===== src/rtl/rd_ptr_ctrl.sv =====
// rd_ptr_ctrl: read-side pointer and status controller for an asynchronous FIFO.
// Keeps the binary and Gray read pointers. Derives registered empty,
// almost-empty and occupancy from the write pointer, which arrives already
// synchronised into the read clock domain.
// Optional feature: define RD_PTR_UNDERFLOW_EN to add the sticky RUNDERFLOW
// flag. It records reads that were issued while the FIFO was empty.
module rd_ptr_ctrl #(
    parameter int ADDR_SIZE     = 4,
    parameter int AEMPTY_THRESH = 2
) (
    input  logic                 RCLK,
    input  logic                 RRST,
    input  logic                 RINC,
    input  logic [ADDR_SIZE:0]   RQ2_WPTR,
    output logic [ADDR_SIZE:0]   RPTR,
    output logic [ADDR_SIZE-1:0] RADDR,
    output logic                 REMPTY,
    output logic                 RAEMPTY,
`ifdef RD_PTR_UNDERFLOW_EN
    output logic                 RUNDERFLOW,
`endif
    output logic [ADDR_SIZE:0]   RCOUNT
);

    localparam int PW = ADDR_SIZE + 1;
    // The threshold may equal the full depth, so it needs the full pointer width.
    localparam logic [ADDR_SIZE:0] THRESH = PW'(AEMPTY_THRESH);

    logic [ADDR_SIZE:0] rbin_q, rbin_d;
    logic [ADDR_SIZE:0] rptr_q, rptr_d;
    logic [ADDR_SIZE:0] rcount_q, rcount_d;
    logic               rempty_q, rempty_d;
    logic               raempty_q, raempty_d;
    logic [ADDR_SIZE:0] wbin;
    logic               rd_en;

    // Decode the synchronised Gray write pointer to binary.
    // Each binary bit is the XOR of all Gray bits at or above its position.
    always_comb begin
        wbin = '0;
        for (int i = 0; i <= ADDR_SIZE; i++) begin
            wbin[i] = ^(RQ2_WPTR >> i);
        end
    end

    // Next pointer and next status. A read against an empty FIFO is dropped.
    always_comb begin
        rd_en     = RINC & ~rempty_q;
        rbin_d    = rbin_q + PW'(rd_en);
        rptr_d    = (rbin_d >> 1) ^ rbin_d;
        rcount_d  = wbin - rbin_d;
        rempty_d  = (rptr_d == RQ2_WPTR);
        raempty_d = (rcount_d <= THRESH);
    end

    // Pointer and status registers. Reset comes up empty with the pointer at zero.
    always_ff @(posedge RCLK) begin
        if (RRST) begin
            rbin_q    <= '0;
            rptr_q    <= '0;
            rcount_q  <= '0;
            rempty_q  <= 1'b1;
            raempty_q <= 1'b1;
        end else begin
            rbin_q    <= rbin_d;
            rptr_q    <= rptr_d;
            rcount_q  <= rcount_d;
            rempty_q  <= rempty_d;
            raempty_q <= raempty_d;
        end
    end

    assign RPTR    = rptr_q;
    assign RADDR   = rbin_q[ADDR_SIZE-1:0];
    assign REMPTY  = rempty_q;
    assign RAEMPTY = raempty_q;
    assign RCOUNT  = rcount_q;

`ifdef RD_PTR_UNDERFLOW_EN
    logic runderflow_q, runderflow_d;

    // The underflow flag is sticky. Only reset clears it.
    always_comb begin
        runderflow_d = runderflow_q | (RINC & rempty_q);
    end

    // Underflow flag register.
    always_ff @(posedge RCLK) begin
        if (RRST) begin
            runderflow_q <= 1'b0;
        end else begin
            runderflow_q <= runderflow_d;
        end
    end

    assign RUNDERFLOW = runderflow_q;
`else
    // Without the flag, a read against an empty FIFO is dropped silently.
`endif

endmodule


===== config.mk =====
export PLATFORM = sky130hd
export DESIGN_NAME = rd_ptr_ctrl
export DESIGN_NICKNAME = d
export VERILOG_FILES = /design/src/rtl/rd_ptr_ctrl.sv
export SDC_FILE = /design/constraint.sdc
export NUM_CORES = 1
export LEC_CHECK = 0
export ABC_AREA = 1
export CAP_MARGIN = 25
export CORE_MARGIN = 3
export CORE_UTILIZATION = 52
export DETAILED_ROUTE_END_ITERATION = 8
export GPL_ROUTABILITY_DRIVEN = 0
export HOLD_SLACK_MARGIN = 0.05
export PLACE_DENSITY = 0.83
export SETUP_SLACK_MARGIN = 0.4
export SLEW_MARGIN = 20
export SYNTH_ARGS = -nofsm -noshare
export SYNTH_HDL_FRONTEND = slang
export SYNTH_SLANG_ARGS = --single-unit

===== constraint.sdc =====
create_clock -name RCLK -period 3.2 [get_ports RCLK]
set_input_delay 0.32 -clock RCLK [delete_from_list [all_inputs] [get_ports RCLK]]
set_output_delay 0.32 -clock RCLK [all_outputs]
set_load 0.005 [all_outputs]

==> metrics.md <==
| Metric | Value |
|---|---|
| Tcrit/Tclk final | `0.6995` |
| Sequential fraction of the synthesis area | `0.3220` |
| CTS H-tree lvls | `1` |
| Clk sinks | `16` |
| CTS Buf Count | `3` |
| Ports | `24` |
| CP max FO | `4` |
| Ys flop type | `dfxtp_1` |
| Crit. End Element | `register` |
| Filler instances | `around 130` |
| CTS tree | `done` |
| Cell Rows | `15` |
| Register-to-Register Path Depth | `16` |
| Nets | `182` |
| Area grow syn2layout | `29.56%` |
| Gr usage total | `0.1908` |
| Max-cap violation count | `0` |
| GR Overflow Total | `0` |
| Leak Pwr | `roughly 0.63 nW` |
| Largest net degree at the start of global routing | `13` |
| Synth area leaders | `dfxtp_1 (32%), nand2_1 (14%), inv_1 (7.2%), nand3_1 (6.5%), ha_1 (6.3%)` |
| Crit path cell chain | `clkdlybuf4s50_1, inv_1, nor2_1, ha_1, ha_1, inv_1, nand2_4, nand2_1, inv_1, ha_1, inv_1, nand2_2, nand2_1, nand3_1, nand2_1, inv_1, nand2_1, nor2_2` |
| Outcome | `finished clean` |
| Die ar. | `between 2000 and 2500 um2` |
| Core ar. | `1764 um2` |
| Worst Setup Slack, final | `roughly 960 ps` |
| Vias in the first global route | `slightly above 900` |
| Placed insts | `189` |
| Skew-Pair Late Insertion Delay | `~290 ps` |
| Skew final | `roughly 0.77 ps` |
| Buf/Inv on CP | `6` |
| N_diodes | `0` |
| Synthesized Nets | `between 150 and 200` |
| Biggest area consumer among synthesized cells | `dfxtp_1` |
| Most frequent CP cell | `inv_1` |
| VDD IR max | `approximately 0.24 mV` |
| Layout cells sized above 1 | `0.1726` |
| PwrDens | `between 300 and 400 nW/um2` |
| Synthesized area per cell | `between 7 and 8 um2` |
| Post-synth top area share | `0.3220` |
| Global-route wire length before repair | `between 3000 and 4000 um` |
| Total negative slack | `0 ps` |
| Critical Path RT | `3390 ps` |
| Final Hold Vio Count | `0` |
| Die X | `49.74 um` |
| DR vias/cell | `4.803` |
| Initial core utilization | `0.5638` |
| Post-synth EDFFs | `0` |
| Root buffer cell | `clkbuf_4` |
| Drt wl/cell | `between 10 and 15 um` |
| Crit-path max cell delay | `~450 ps` |
| Post-DP HPWL | `1709 um` |
| Hold/Removal Path Class | `reg2reg` |
| Fmax | `0.4467 GHz` |
| DIE HEIGHT | `roughly 50 um` |
| Asr flop ratio synth | `0` |
| Area of the mapped netlist | `994.7 um2` |
| Seq cells post-synth | `16` |
| Final setup viols | `0` |
| Relative slew margins | `0.7429` |
| Post_cts resized | `0` |
| IO buf count | `23` |
| Synth cell count leaders | `nand2_1 (38), inv_1 (19), dfxtp_1 (16), nor2_1 (14), nand3_1 (13)` |
| Post-DRT Antenna Nets | `0` |
| Post-CTS Repair Setup Buffers | `0` |
| Final min period | `2238 ps` |
| WP depth | `18` |
| Actual slew at the worst max-slew pin | `roughly 380 ps` |
| Layout Cells excl Fill | `193` |
| RSZ-0062 raised after global routing | `false` |
| Post-Route WL | `between 2000 and 2500 um` |
| Clk slew on worst S/H paths | `~90 ps` |
| Slew Limit Fails | `0` |
| Crit path kind | `in2reg` |
| 1st-pass router iterations | `4` |
| Clock Path Buffers | `2` |
| Vias | `between 900 and 1000` |
| 1st-iter DRT viols | `16` |
| Top Family by Delay on Critical Path | `buffers and inverters` |
| Startpoint types | `input port` |
| WP data arrival | `between 2000 and 2500 ps` |
| Min-Delay Path Depth | `2` |
| Dpl ws | `634.5 ps` |
| Gate Count Post-Synth | `between 100 and 150` |
| Most numerous cell in the Yosys netlist | `nand2_1` |
| Initial antenna violation count | `0` |
| Hold_buf cts | `0` |
| DRC viols | `0` |
| Post-synth cell types | `19` |
| Crit path max-delay cell type | `clkdlybuf4s50_1` |
| YS warnings | `0` |
## area by class of cell
class                      instances  area (um2)  share of cell area
sequential                        16       320.3              0.2485
tap                               25       31.28             0.02427
multi-input combinational        101       580.6              0.4505
clock buffer                       4       36.28             0.02816
timing repair buffer              23       230.2              0.1786
inverter                          24       90.09             0.06990
## state kept, by name, indices dropped and copies added (netlist names)
register  count
rbin_q        5
RPTR          4
REMPTY        1
RCOUNT        5
RAEMPTY       1
## metal layers
metal	track usage	wire length, um
met5	0	0
met4	0.09677	48
met3	0.04532	100
met2	0.3524	1019
met1	0.1967	847
## worst reg2reg max path, stage by stage (launching register included)
cell	delay (ps)
dfxtp_1	330
nor2_1	50
ha_1	210
ha_1	370
inv_1	170
nand2_4	80
nand2_1	60
inv_1	40
ha_1	160
inv_1	80
nand2_2	70
nand2_1	60
nand3_1	100
nand2_1	70
inv_1	30
nand2_1	60
nor2_2	30
## worst paths after layout
path,slack (ps),end,start
max,960,RAEMPTY$_SDFF_PP1_,RINC
min,610,rbin_q[4]$_SDFF_PP0_,rbin_q[4]$_SDFF_PP0_
max reg2reg,1140,RAEMPTY$_SDFF_PP1_,REMPTY$_SDFF_PP1_
min reg2reg,610,rbin_q[4]$_SDFF_PP0_,rbin_q[4]$_SDFF_PP0_
## report_power, final
group / internal (mW) / switching, mW
combinational: 0.0786 / 0.0826
clock: 0.0694 / 0.0618
sequential: 0.216 / 0.00516
## kinds of logic (layout without fill, tap and decap cells)
group / count (synthesis) / after routing / synth area share
DFF: 16 / 16 / 0.3220
AOI/OAI and AO/OA: 2 / 2 / 0.01761
and+or+nand+nor: 84 / 84 / 0.4075
buffers and inverters: 25 / 51 / 0.09434
xor gates and xnor gates: 10 / 10 / 0.09561
adders and majority gates: 5 / 5 / 0.06289
## layout by cell type, fill, tap and decap left out, types with 5 or more instances in the layout
cell type	count
nand2_1	38
ha_1	5
dfxtp_1	16
nand3_1	13
inv_1	19
nor2_1	14
xor2_1	6
inv_2	5
clkdlybuf4s50_1	23
nand2_2	9
## through the flow
step	total power [mW]	utilization	hold slack (ps)	area (um2)
finish	0.5139	0.7305	610.5	1289
global route	0.5460	0.7305	660.3	1289
CTS	0.5163	0.7305	621.5	1289
detailed placement	0.3873	0.7099	595.3	1252
global placement	0.3800	0.7099	577.4	1252
floorplan	0.3229	-	398.2	994.7
No activity file was read; power rests on OpenSTA's default activity.
